$ cat config.mk
export PLATFORM = sky130hd
export DESIGN_NAME = tcdm_addr_demux
export DESIGN_NICKNAME = d
export VERILOG_FILES = /design/src/rtl/tcdm_demux_pkg.sv /design/src/rtl/tcdm_demux_id_fifo.sv /design/src/rtl/tcdm_addr_demux.sv
export SDC_FILE = /design/constraint.sdc
export NUM_CORES = 1
export LEC_CHECK = 0
export ABC_AREA = 1
export CORE_AREA = 2 2 163 165
export CTS_CLUSTER_DIAMETER = 100
export DETAILED_ROUTE_END_ITERATION = 8
export DIE_AREA = 0 0 165 167
export PLACE_DENSITY = 0.54
export SLEW_MARGIN = 20
export SYNTH_ARGS = -nofsm -noshare
export SYNTH_HDL_FRONTEND = slang
export SYNTH_SLANG_ARGS = --single-unit
$ cat constraint.sdc
create_clock -name clk_i -period 4.65 [get_ports clk_i]
set_input_delay 0.93 -clock clk_i [delete_from_list [all_inputs] [get_ports clk_i]]
set_output_delay 0.93 -clock clk_i [all_outputs]
set_load 0.02 [all_outputs]
$ cat src/rtl/tcdm_demux_pkg.sv
// Shared types and constants for the TCDM address demultiplexer.
package tcdm_demux_pkg;

  localparam int unsigned RULE_AW = 32;

  typedef struct packed {
    logic [RULE_AW-1:0] base;
    logic [RULE_AW-1:0] mask;
  } addr_rule_t;

  localparam logic [31:0] ERR_RDATA_DEF = 32'hBADC_0FFE;

  // The internal error slave sits one past the last real target.
  function automatic int unsigned err_slave_idx(input int unsigned n_tgt);
    return n_tgt;
  endfunction

endpackage

$ cat src/rtl/tcdm_demux_id_fifo.sv
// In-order queue of target indices for accepted-but-unanswered transactions.
// Zero-latency head; push is ignored when full, pop is ignored when empty.
module tcdm_demux_id_fifo #(
  parameter int unsigned DEPTH = 4,
  parameter int unsigned W     = 2,
  localparam int unsigned CW   = $clog2(DEPTH+1)
) (
  input  logic          clk_i,
  input  logic          rst_i,
  input  logic          push,
  input  logic [W-1:0]  din,
  input  logic          pop,
  output logic [W-1:0]  head,
  output logic [CW-1:0] count,
  output logic          full,
  output logic          empty
);

  localparam int unsigned PW = (DEPTH > 1) ? $clog2(DEPTH) : 1;

  logic [W-1:0]  mem [DEPTH];
  logic [PW-1:0] wptr, rptr;
  logic          do_push, do_pop;

  function automatic logic [PW-1:0] nxt(input logic [PW-1:0] p);
    return (p == PW'(DEPTH-1)) ? '0 : p + 1'b1;
  endfunction

  assign full    = (count == CW'(DEPTH));
  assign empty   = (count == '0);
  assign do_push = push && !full;
  assign do_pop  = pop && !empty;
  assign head    = mem[rptr];

  always_ff @(posedge clk_i) begin
    if (do_push) mem[wptr] <= din;
  end

  always_ff @(posedge clk_i or posedge rst_i) begin
    if (rst_i) begin
      wptr  <= '0;
      rptr  <= '0;
      count <= '0;
    end else begin
      if (do_push) wptr <= nxt(wptr);
      if (do_pop)  rptr <= nxt(rptr);
      case ({do_push, do_pop})
        2'b10:   count <= count + 1'b1;
        2'b01:   count <= count - 1'b1;
        default: count <= count;
      endcase
    end
  end

endmodule

$ cat src/rtl/tcdm_addr_demux.sv
// Core data port to N_TGT targets via BASE/MASK decode plus an error slave; zero-latency
// request/response paths, error slave answers 1 cycle after accept; master held off when blocked.
module tcdm_addr_demux
  import tcdm_demux_pkg::*;
#(
  parameter int unsigned   N_TGT     = 3,
  parameter int unsigned   AW        = 32,
  parameter int unsigned   DW        = 32,
  parameter int unsigned   MAX_OUTST = 4,
  parameter logic [AW-1:0] TGT_BASE [N_TGT] = '{32'h1A10_0000, 32'h0000_0000, 32'h0000_0000},
  parameter logic [AW-1:0] TGT_MASK [N_TGT] = '{32'hFFF0_0000, 32'hFFFF_0000, 32'hFFF0_0000},
  parameter logic [DW-1:0] ERR_RDATA = ERR_RDATA_DEF,
  localparam int unsigned  BW = DW/8,
  localparam int unsigned  CW = $clog2(MAX_OUTST+1)
) (
  input  logic                clk_i,
  input  logic                rst_i,
  input  logic                mst_req_i,
  output logic                mst_gnt_o,
  input  logic [AW-1:0]       mst_add_i,
  input  logic                mst_wen_i,
  input  logic [BW-1:0]       mst_be_i,
  input  logic [DW-1:0]       mst_data_i,
  output logic [DW-1:0]       mst_r_data_o,
  output logic                mst_r_valid_o,
  output logic                mst_err_o,
  output logic [N_TGT-1:0]    tgt_req_o,
  output logic [N_TGT*AW-1:0] tgt_add_o,
  output logic [N_TGT-1:0]    tgt_wen_o,
  output logic [N_TGT*BW-1:0] tgt_be_o,
  output logic [N_TGT*DW-1:0] tgt_data_o,
  input  logic [N_TGT-1:0]    tgt_gnt_i,
  input  logic [N_TGT*DW-1:0] tgt_r_data_i,
  input  logic [N_TGT-1:0]    tgt_r_valid_i,
  output logic [CW-1:0]       outst_o,
  output logic                proto_err_o
);

  localparam int unsigned IW  = $clog2(N_TGT+1);
  localparam int unsigned ERR = err_slave_idx(N_TGT);

  addr_rule_t    rule [N_TGT];
  logic [IW-1:0] sel, last_sel, head;
  logic [CW-1:0] count;
  logic          issue_ok, accept, full, empty, err_q, rsp_vld, stray;
  logic [DW-1:0] rsp_dat;

  for (genvar g = 0; g < int'(N_TGT); g++) begin : g_rule
    assign rule[g] = '{base: TGT_BASE[g], mask: TGT_MASK[g]};
  end

  // Lowest matching rule wins, so scan from the top down.
  always_comb begin
    sel = IW'(ERR);
    for (int i = int'(N_TGT) - 1; i >= 0; i--)
      if ((mst_add_i & rule[i].mask) == rule[i].base) sel = IW'(i);
  end

  // Only one target may have transactions in flight, so responses cannot overtake.
  assign issue_ok = !rst_i && !full && (empty || sel == last_sel);

  always_comb begin
    mst_gnt_o = 1'b0;
    tgt_req_o = '0;
    if (issue_ok) begin
      if (sel == IW'(ERR)) mst_gnt_o = 1'b1;
      for (int i = 0; i < int'(N_TGT); i++) begin
        if (sel == IW'(i)) begin
          tgt_req_o[i] = mst_req_i;
          mst_gnt_o    = tgt_gnt_i[i];
        end
      end
    end
  end

  assign accept     = mst_req_i & mst_gnt_o;
  assign tgt_add_o  = {N_TGT{mst_add_i}};
  assign tgt_wen_o  = {N_TGT{mst_wen_i}};
  assign tgt_be_o   = {N_TGT{mst_be_i}};
  assign tgt_data_o = {N_TGT{mst_data_i}};

  // An error entry is always the head by the time err_q fires.
  always_comb begin
    rsp_vld = err_q;
    rsp_dat = err_q ? ERR_RDATA : '0;
    stray   = 1'b0;
    for (int i = 0; i < int'(N_TGT); i++) begin
      if (tgt_r_valid_i[i]) begin
        if (!empty && head == IW'(i)) begin
          rsp_vld = 1'b1;
          rsp_dat = tgt_r_data_i[i*DW +: DW];
        end else begin
          stray = 1'b1;
        end
      end
    end
  end

  assign mst_r_valid_o = rsp_vld;
  assign mst_r_data_o  = rsp_dat;
  assign mst_err_o     = err_q;
  assign outst_o       = count;

  always_ff @(posedge clk_i or posedge rst_i) begin
    if (rst_i) begin
      last_sel    <= '0;
      err_q       <= 1'b0;
      proto_err_o <= 1'b0;
    end else begin
      if (accept) last_sel <= sel;
      err_q <= accept && (sel == IW'(ERR));
      if (stray) proto_err_o <= 1'b1;
    end
  end

  tcdm_demux_id_fifo #(
    .DEPTH (MAX_OUTST),
    .W     (IW)
  ) u_id_fifo (
    .clk_i (clk_i),
    .rst_i (rst_i),
    .push  (accept),
    .din   (sel),
    .pop   (rsp_vld),
    .head  (head),
    .count (count),
    .full  (full),
    .empty (empty)
  );

endmodule
==> results of run 1 <==
==> cell usage in the layout, fill, tap and decap left out, types with 6 or more instances in the layout <==
master,n
a21oi_2,21
a31oi_1,11
buf_4,9
clkdlybuf4s50_1,210
dfrtp_1,11
edfxtp_1,8
ha_1,6
inv_1,28
inv_2,20
nand2_1,54
nand2_2,22
nand3_1,41
nor2_1,59
o211ai_2,20
o21ai_0,6
==> routing by layer <==
| metal | vias to the layer above | track usage [%] |
|---|---|---|
| met5 | - | 1.64 |
| met4 | 4 | 1.25 |
| met3 | 8 | 5.85 |
| met2 | 294 | 13.2 |
| met1 | 1428 | 10.9 |
| li1 | 1584 | - |
==> power groups by stage <==
stage	Sequential, uW	Clock [uW]	Combinational (uW)
global route	281	193	2380
CTS	272	186	2220
global placement	275	0	2200
finish	272	181	2180
detailed placement	273	0	2220
floorplan	282	0	1590
==> worst reg2reg max path: cells and delay by family (launching register included) <==
| family | cells | cell delay [ps] |
|---|---|---|
| adders and majority gates | 2 | 530 |
| AOI/OAI and AO/OA | 2 | 240 |
| DFF | 1 | 470 |
| and+or+nand+nor | 8 | 1190 |
| buffers and inverters | 4 | 540 |
| xor gates and xnor gates | 1 | 150 |
==> cells in the mapped netlist (all sizes together) <==
| master | n | share of area (%) |
|---|---|---|
| clkinv | 1 | 0.22 |
| nand2 | 76 | 8.5 |
| inv | 48 | 4.5 |
| nor4b | 2 | 0.44 |
| dfrtp | 11 | 6.8 |
| nor2 | 63 | 6.6 |
| nand4 | 6 | 1.1 |
| xnor2 | 1 | 0.22 |
| buf | 224 | 42 |
| a31oi | 11 | 1.7 |
| xor2 | 1 | 0.22 |
| o21ai | 6 | 0.75 |
| edfxtp | 8 | 6.0 |
| nor3b | 1 | 0.19 |
| o211ai | 21 | 6.4 |
| nand3 | 43 | 5.6 |
| nor3 | 1 | 0.12 |
| and3 | 1 | 0.16 |
| o22ai | 1 | 0.16 |
| ha | 6 | 1.9 |
| clkbuf | 4 | 0.37 |
| fa | 1 | 0.50 |
| a21oi | 26 | 5.2 |
==> registers in the layout, indices dropped and copies added, names as in the netlist <==
signal,cells
proto_err_o,1
u_id_fifo.mem,8
u_id_fifo.count,3
u_id_fifo.wptr,2
mst_err_o,1
u_id_fifo.rptr,2
last_sel,2
==> worst paths after layout <==
kind | from | end | cells past startpoint
max | mst_add_i[20] | tgt_req_o[1] | 13
min | proto_err_o$_DFFE_PP0P_ | proto_err_o$_DFFE_PP0P_ | 2
max reg2reg | u_id_fifo.rptr[0]$_DFFE_PP0P_ | u_id_fifo.count[2]$_DFFE_PP0P_ | 17
min reg2reg | proto_err_o$_DFFE_PP0P_ | proto_err_o$_DFFE_PP0P_ | 2
max in group asynchronous | rst_i | u_id_fifo.rptr[0]$_DFFE_PP0P_ | 2
min in group asynchronous | rst_i | u_id_fifo.wptr[1]$_DFFE_PP0P_ | 2
==> cells by family after synthesis <==
| kind of cell | share of synthesized area, % |
|---|---|
| AOI/OAI and AO/OA | 14.2 |
| xor gates and xnor gates | 0.436 |
| adders and majority gates | 2.37 |
| buffers and inverters | 47.4 |
| DFF | 12.8 |
| and+or+nand+nor | 22.7 |
==> per-stage QoR <==
| step | util [%] | power, uW | std cells |
|---|---|---|---|
| final | 19.4 | 2630 | 894 |
| after global routing | 19.4 | 2850 | 894 |
| after CTS | 19.4 | 2680 | 894 |
| after detailed placement | 19.1 | 2490 | 890 |
| after global placement | 19.1 | 2480 | 890 |
| after floorplan | - | 1870 | 563 |
==> area by class of cell <==
class                   instances  area (um2)  share of cell area, %
clock buffers                   3        75.1                   1.50
clock inverters                 1        7.51                  0.150
flip-flops and latches         19         515                   10.3
well taps                     335         419                   8.40
repair buffers                220        2190                   43.9
multi-input cells             267        1600                   32.0
inverters                      49         189                   3.78
==> summary.md, run 1 <==
| Metric | Value |
|---|---|
| Max-Cap Viols | `0` |
| PostCTS Resize Cnt | `0` |
| Peak VDD IR | `0.246 mV` |
| Share of cells above drive strength 1 | `18.8%` |
| Num CTS Buffers | `3` |
| Synthesized Nets | `744` |
| CP max stage cell | `clkdlybuf4s50_1` |
| Slew headroom | `51.5%` |
| Crit Path Max Fanout | `6` |
| DR top layer | `met5` |
| IO Port Bufs | `210` |
| Routed via count | `3318` |
| Setup TNS Final | `0 ps` |
| Element type at the critical path end | `primary output` |
| Core area | `25800 um2` |
| CTS tree | `yes` |
| Final net count | `741` |
| Clk_lat worst skew | `250 ps` |
| Routed Antenna Nets | `0` |
| DRC viols | `0` |
| Status | `finished, final reports clean` |
| I/O Pins | `423` |
| Post-synthesis register bit count | `19` |
| Yosys warns | `0` |
| Placement-stage cell area | `4910 um2` |
| Remaining global-route overflow | `0` |
| Chip width | `165 um` |
| Pin count of the biggest net entering global routing | `29` |
| P_sw | `1350 uW` |
| Critical Path RT | `3720 ps` |
| Crit-path most repeated cell | `nand2_1` |
| Slew of the pin with the lowest slew margin | `725 ps` |
| Area grow syn2layout | `24.2%` |
| Number of global-route vias before repair | `3284` |
| Diodes inserted | `0` |
| Clock root cell | `clkbuf_16` |
| Post-Route Skew | `1.76 ps` |
| First-pass GRT wire length | `19000 um` |
| Met3 routed WL | `2220 um` |
| Internal | `1280 uW` |
| Lkg Pwr | `0.00190 uW` |
| Sequential area share after synthesis | `12.8%` |
| Reg power frac | `10.3%` |
| Setup WS post-layout | `385 ps` |
| Slew Viols, Final | `0` |
| Die span in y | `167 um` |
| Crit path buffers/inverters | `2` |
| Final wirelength | `13500 um` |
| H-tree depth | `1` |
| CTS sink count | `19` |
| Synth unique cells | `33` |
| GPL Wtd Cong | `0.734` |
| Fillers | `2886` |
| Deepest clock path buffer count | `2` |
| Starting Density | `15.6%` |
| Dpl ws | `380 ps` |
| PD cells | `527 nW/um2` |
| Setup Buffers After CTS | `0` |
| Final Cell Area | `4990 um2` |
| GRT Total Usage | `8.90%` |
| Post-DP HPWL | `10800 um` |
| Tcrit/Tclk final | `91.7%` |
| CP peak stage delay | `610 ps` |
| WL met2 | `5500 um` |
| Die ar. | `27600 um2` |
| Net Sw Frac | `51.2%` |
| FP Rows | `59` |
| Mapped Cells | `563` |
| Critical path cell sequence | `clkdlybuf4s50_1 -> nor2_1 -> nand2_1 -> nor2_1 -> nand3_1 -> nand2_1 -> nand2_1 -> nand2_1 -> nand2_1 -> a21oi_2 -> nand2_1 -> nor2_1 -> clkdlybuf4s50_1` |
| RSZ-0062 raised after global routing | `false` |
| Final hold slack | `465 ps` |
| Worst hold path class | `flop to flop` |
| Synthesized area per cell | `7.14 um2` |
| Gate power share | `82.8%` |
| Crit path max-delay family | `buffers and inverters` |
| Endpoints failing hold | `0` |
| Clock transition at path regs | `50 ps` |
| Wire per inst | `15.1 um` |
| Metal-1 WL | `5580 um` |
| Crit Path Class | `input port to primary output` |
| Tmin final | `4270 ps` |
| Vias/cell | `3.71` |
| Final setup viols | `0` |
| Initial DRC count | `96` |
| Initial antenna violation count | `1` |
| Syn Std Cell Area | `4020 um2` |
| R2r setup slk | `1410 ps` |
| FMAX | `0.234 GHz` |
| Type of origin of the critical path | `input port` |
| CTS Hold Bufs | `0` |
| Clk pwr share | `6.9%` |
| Crit path DAT | `3340 ps` |
| DRT Pass-1 Iters | `4` |
No activity file was read; power rests on OpenSTA's default activity.
==> run 2, diff against run 1 <==
Settings changed: REMOVE_ABC_BUFFERS from default to 1.
==> summary.md, run 2 (synthesis results as in run 1) <==
| Metric | Value |
|---|---|
| Status | `finished, final reports clean` |
| PostCTS Resize Cnt | `0 (unchanged)` |
| Clock transition at path regs | `50 ps (about the same)` |
| Worst hold path class | `flop to flop` |
| Clock root cell | `clkbuf_16` |
| DRC viols | `0 (unchanged)` |
| Gate power share | `83.6% (+0.8 points)` |
| Max reg flops | `8 (unchanged)` |
| Crit path buffers/inverters | `2 (unchanged)` |
| Lkg Pwr | `0.00191 uW (+0.70%)` |
| Setup Buffers After CTS | `0 (unchanged)` |
| Commonest non-fill, non-tap cells in the layout | `clkdlybuf4s50_1, nor2_1, nand2_1, nand3_1, inv_1` |
| GRT Total Usage | `18.9% (+10 points)` |
| Clk pwr share | `6.4% (-0.5 points)` |
| Clk_lat worst skew | `250 ps (about the same)` |
| Peak VDD IR | `0.262 mV (+6.3%)` |
| Number of global-route vias before repair | `3599 (+9.6%)` |
| Die span in y | `167 um (unchanged)` |
| Max-Cap Viols | `0 (unchanged)` |
| Slew of the pin with the lowest slew margin | `627 ps (-98.0 ps)` |
| Crit-path most repeated cell | `nand2_1` |
| Post-DP HPWL | `24600 um (+130%)` |
| GPL Wtd Cong | `0.878 (+20%)` |
| Initial DRC count | `158 (+65%)` |
| Critical Path RT | `3720 ps (about the same)` |
| Final setup viols | `0 (unchanged)` |
| Final net count | `743 (+0.27%)` |
| CP peak stage delay | `620 ps (about the same)` |
| Crit path DAT | `3430 ps (+90 ps)` |
| Internal | `1290 uW (+0.38%)` |
| Post-Route Skew | `3.34 ps (+1.57 ps)` |
| CTS tree | `yes` |
| CTS Hold Bufs | `0 (unchanged)` |
| FP Rows | `59 (unchanged)` |
| IO Port Bufs | `210 (unchanged)` |
| Critical path cell sequence | `clkdlybuf4s50_1 -> nand4_1 -> nor2_1 -> nand2_1 -> nand2_1 -> nand2_1 -> nand2_1 -> nand2_1 -> a21oi_2 -> nand2_1 -> nor2_1 -> clkdlybuf4s50_1` |
| Chip width | `165 um (unchanged)` |
| Crit Path Max Fanout | `6 (unchanged)` |
| Vias/cell | `3.95 (+6.5%)` |
| RSZ-0062 raised after global routing | `false` |
| Wire per inst | `30.2 um (+100%)` |
| CTS sink count | `19 (unchanged)` |
| CP max stage cell | `clkdlybuf4s50_1` |
| Final Util | `19.5% (+0.14 points)` |
| Tcrit/Tclk final | `93.8% (+2.1 points)` |
| Pin count of the biggest net entering global routing | `25 (-14%)` |
| DRT Pass-1 Iters | `4 (unchanged)` |
| Setup TNS Final | `0 ps (unchanged)` |
| Die ar. | `27600 um2 (unchanged)` |
| Initial antenna violation count | `20 (+19)` |
| Top Registers | `u_id_fifo.mem (8), u_id_fifo.count (3)` |
| Tmin final | `4360 ps (+95.6 ps)` |
| Remaining global-route overflow | `0 (unchanged)` |
| Tot Pwr | `2750 uW (+4.5%)` |
| Routed via count | `3584 (+8.0%)` |
| Biggest register | `u_id_fifo.mem` |
| PD cells | `547 nW/um2 (+3.8%)` |
| Slew headroom | `58.1% (+6.6 points)` |
| Routed Antenna Nets | `0 (unchanged)` |
| Num CTS Buffers | `3 (unchanged)` |
| Crit path max-delay family | `buffers and inverters` |
| Area grow syn2layout | `25.1%` |
| Crit Path Class | `input port to primary output` |
| Endpoints failing hold | `0 (unchanged)` |
| I/O Pins | `423 (unchanged)` |
| Starting Density | `15.6% (unchanged)` |
| Reg power frac | `9.9% (-0.4 points)` |
| H-tree depth | `1 (unchanged)` |
| Net Sw Frac | `53.1% (+1.9 points)` |
| P_sw | `1460 uW (+8.4%)` |
| Share of cells above drive strength 1 | `19.3% (+0.47 points)` |
| Slew Viols, Final | `0 (unchanged)` |
| Placed cells | `892 (+0.22%)` |
| Commonest non-fill, non-tap cell in the layout | `clkdlybuf4s50_1` |
| First-pass GRT wire length | `34500 um (+82%)` |
| Type of origin of the critical path | `input port` |
| Final wirelength | `27400 um (+100%)` |
| Core area | `25800 um2 (unchanged)` |
| FMAX | `0.229 GHz (-2.2%)` |
| Non-Filler Instances | `907 (+1.5%)` |
| Deepest clock path buffer count | `2 (unchanged)` |
| Element type at the critical path end | `primary output` |
| Fillers | `2879 (-0.24%)` |
## run 2: cell type report
class | instances | area, um2 | share of cell area, %
clock inverter | 1 | 5.00 | 0.0996
inverter | 49 | 189 | 3.76
multi-input combinational | 267 | 1600 | 31.8
sequential | 19 | 515 | 10.3
tap | 335 | 419 | 8.34
clock buffer | 3 | 75.1 | 1.49
antenna | 11 | 27.5 | 0.548
timing repair buffer | 222 | 2200 | 43.8
## run 2: worst reg2reg max path, stage by stage, from the launching register on
cell and delay (ps):
dfrtp_1 460, a21oi_1 180, o21ai_0 120, nand2_2 140, nand2_2 80, nor2_4 100
nand2_2 360, buf_4 330, nand3_2 80, nand2_1 60, inv_2 100, ha_1 150
inv_1 70, fa_1 380, a21oi_1 150, o21ai_0 110, xor2_1 160
## run 2: per-stage QoR
step / hold slack, ps / cell area [um2] / setup slack, ps
finish: 510 / 5030 / 289
floorplan: 472 / 2300 / 1170
detailed placement: 494 / 4920 / 256
global route: 544 / 5000 / 44.6
CTS: 509 / 5000 / 241
global placement: 494 / 4920 / 273
## run 2: worst paths after layout
check | slack, ps | end | from | cells past startpoint
hold / removal | 510 | last_sel[0]$_DFFE_PP0N_ | last_sel[0]$_DFFE_PP0N_ | 2
hold reg to reg | 510 | last_sel[0]$_DFFE_PP0N_ | last_sel[0]$_DFFE_PP0N_ | 2
min in group asynchronous | 1030 | u_id_fifo.count[2]$_DFFE_PP0P_ | rst_i | 2
setup / recovery | 290 | tgt_req_o[1] | mst_add_i[28] | 12
setup reg to reg | 1500 | u_id_fifo.count[2]$_DFFE_PP0P_ | u_id_fifo.rptr[0]$_DFFE_PP0P_ | 16
max in group asynchronous | 3280 | last_sel[1]$_DFFE_PP0N_ | rst_i | 2
## run 2: power by group through the flow
stage                     Sequential (uW)  Combinational, uW  Clock [uW]
after floorplan                       282               1220           0
after global placement                274               2330           0
after detailed placement              274               2350           0
after CTS                             272               2360         179
after global routing                  281               2500         187
final                                 273               2300         177
## run 2: per-layer routing
metal | part of all wire, % | vias to the layer above | wire (um) | global-route usage (%)
li1 | - | 1606 | - | -
met1 | 32 | 1523 | 8860 | 17.8
met2 | 42 | 396 | 11500 | 28.4
met3 | 24 | 34 | 6490 | 21.2
met4 | 0.65 | 25 | 177 | 1.25
met5 | 1.2 | - | 336 | 6.55
==> run 3, diff against run 2 <==
Settings changed: GPL_TIMING_DRIVEN from default to 0.
==> summary.md, run 3 (synthesis results as in run 1) <==
| Metric | Value |
|---|---|
| Status | `finished, final reports clean` |
| Post-DP HPWL | `24200 um (-1.9%)` |
| First-pass GRT wire length | `35000 um (+1.4%)` |
| FMAX | `0.228 GHz (-0.67%)` |
| Critical path cell sequence | `clkdlybuf4s50_1 -> nor2_1 -> nand2_1 -> nor2_1 -> nand3_1 -> nand2_1 -> nand2_1 -> nand2_1 -> nand2_1 -> a21oi_2 -> nand2_1 -> nor2_1 -> clkdlybuf4s50_1` |
| Share of cells above drive strength 1 | `18.1% (-1.1 points)` |
| Setup Buffers After CTS | `0 (unchanged)` |
| Initial DRC count | `173 (+9.5%)` |
| Endpoints failing hold | `0 (unchanged)` |
| Wire per inst | `31.3 um (+3.7%)` |
| Core area | `25800 um2 (unchanged)` |
| GPL Wtd Cong | `0.866 (-1.4%)` |
| GRT Total Usage | `19.4% (+0.45 points)` |
| Tcrit/Tclk final | `94.4% (+0.63 points)` |
| Die ar. | `27600 um2 (unchanged)` |
| Final setup viols | `0 (unchanged)` |
| Crit Path Class | `input port to primary output` |
| Gate power share | `83.7% (about the same)` |
| Die span in y | `167 um (unchanged)` |
| Lkg Pwr | `0.00192 uW (+0.45%)` |
| DRT Pass-1 Iters | `4 (unchanged)` |
| Internal | `1260 uW (-2.2%)` |
| Final Util | `19.3% (-0.22 points)` |
| Deepest clock path buffer count | `2 (unchanged)` |
| Crit path DAT | `3460 ps (+30 ps)` |
| Routed Antenna Nets | `0 (unchanged)` |
| Clk pwr share | `6.5% (about the same)` |
| Reg power frac | `9.8% (about the same)` |
| Crit Path Max Fanout | `6 (unchanged)` |
| Chip width | `165 um (unchanged)` |
| FP Rows | `59 (unchanged)` |
| Max reg flops | `8 (unchanged)` |
| Initial antenna violation count | `12 (-40%)` |
| Slew Viols, Final | `0 (unchanged)` |
| CTS Hold Bufs | `0 (unchanged)` |
| Peak VDD IR | `0.282 mV (+7.9%)` |
| Critical Path RT | `3720 ps (about the same)` |
| RSZ-0062 raised after global routing | `false` |
| Starting Density | `15.6% (unchanged)` |
| R2r setup slk | `960 ps (-540 ps)` |
| Crit-path most repeated cell | `nand2_1` |
| Max-Cap Viols | `0 (unchanged)` |
| Clk_lat worst skew | `250 ps (about the same)` |
| Final net count | `734 (-1.2%)` |
| Tmin final | `4390 ps (+29.5 ps)` |
| Commonest non-fill, non-tap cell in the layout | `clkdlybuf4s50_1` |
| PD cells | `556 nW/um2 (+1.6%)` |
| Pin count of the biggest net entering global routing | `50 (+100%)` |
| Vias/cell | `4.08 (+3.2%)` |
| Worst hold path class | `flop to flop` |
| Clock root cell | `clkbuf_16` |
| Clock transition at path regs | `50 ps (about the same)` |
| Slew headroom | `38.5% (-20 points)` |
| CTS sink count | `19 (unchanged)` |
| Element type at the critical path end | `primary output` |
| Type of origin of the critical path | `input port` |
| DRC viols | `0 (unchanged)` |
| Slew of the pin with the lowest slew margin | `922 ps (+295 ps)` |
| Routed via count | `3630 (+1.3%)` |
| Remaining global-route overflow | `0 (unchanged)` |
| Commonest non-fill, non-tap cells in the layout | `clkdlybuf4s50_1, nor2_1, nand2_1, nand3_1, inv_1` |
| Post-Route Skew | `5.40 ps (+2.06 ps)` |
| Area grow syn2layout | `23.7%` |
| P_sw | `1500 uW (+2.9%)` |
| Num CTS Buffers | `3 (unchanged)` |
| Biggest register | `u_id_fifo.mem` |
| H-tree depth | `1 (unchanged)` |
| Top Registers | `u_id_fifo.mem (8), u_id_fifo.count (3)` |
| CP peak stage delay | `620 ps (about the same)` |
| Number of global-route vias before repair | `3635 (+1.0%)` |
| I/O Pins | `423 (unchanged)` |
| CTS tree | `yes` |
| IO Port Bufs | `210 (unchanged)` |
| Net Sw Frac | `54.4% (+1.3 points)` |
| CP max stage cell | `clkdlybuf4s50_1` |
| Setup TNS Final | `0 ps (unchanged)` |
| Final wirelength | `27800 um (+1.7%)` |
==> run 3: changes by cell type in the layout (fill, tap and decap cells not counted) <==
cell / before / now
nand2_1: 54 / 53
clkdlybuf4s50_1: 209 / 207
diode_2: 11 / 3
nor2_2: 0 / 1
dlymetal6s2s_1: 0 / 2
buf_4: 11 / 0
nand2_4: 0 / 1
buf_16: 0 / 1
==> run 3: per-stage QoR <==
stage	total power (uW)	area (um2)	hold slack, ps	cells	worst slack (ps)
floorplan	1500	2300	472	335	1170
global placement	2580	4820	467	880	-1300
detailed placement	2600	4870	486	882	227
CTS	2810	4960	503	887	241
global route	2960	4970	520	888	3.75
finish	2770	4970	504	890	259
==> run 3: final timing paths <==
check / from / endpoint / cells past startpoint
worst max-delay path: mst_add_i[27] / tgt_req_o[1] / 13
worst min-delay path: proto_err_o$_DFFE_PP0P_ / proto_err_o$_DFFE_PP0P_ / 2
worst max register to register: u_id_fifo.rptr[0]$_DFFE_PP0P_ / u_id_fifo.count[2]$_DFFE_PP0P_ / 16
worst min register to register: proto_err_o$_DFFE_PP0P_ / proto_err_o$_DFFE_PP0P_ / 2
max in group asynchronous: rst_i / mst_err_o$_DFF_PP0_ / 2
min in group asynchronous: rst_i / u_id_fifo.wptr[1]$_DFFE_PP0P_ / 2
==> run 3: power by group through the flow <==
stage               Clock (uW)  Sequential [uW]  Combinational (uW)
CTS                        180              273                2360
global route               189              282                2490
detailed placement           0              275                2320
floorplan                    0              282                1220
global placement             0              274                2300
finish                     179              272                2310
==> run 3: metal layers <==
layer | GRT usage, % | vias to the layer above | part of all wire, %
met5 | 8.18 | - | 1.3
met4 | 1.70 | 20 | 0.73
met3 | 20.7 | 32 | 23
met2 | 28.9 | 438 | 42
met1 | 18.7 | 1564 | 33
li1 | - | 1576 | -
==> run 3: cell type report <==
| class | count | area, um2 |
|---|---|---|
| tap | 335 | 419 |
| fill | 2944 | 20800 |
| multi-input combinational | 268 | 1610 |
| clock inverter | 1 | 5.00 |
| sequential | 19 | 515 |
| timing repair buffer | 212 | 2150 |
| clock buffer | 3 | 75.1 |
| inverter | 49 | 189 |
| antenna | 3 | 7.51 |
==> run 3: critical path, delay by kind of cell <==
| family | cells | cell delay (ps) |
|---|---|---|
| AND/OR/NAND/NOR | 10 | 1150 |
| buffers and inverters | 2 | 1140 |
| AO/OA/AOI/OAI | 1 | 230 |
==> run 3: repair_timing <==
action                     in CTS  in global routing
cloned                          1                  0
pin swaps                       1                  0
resized for setup               0                  2
setup endpoints to repair      11                  2
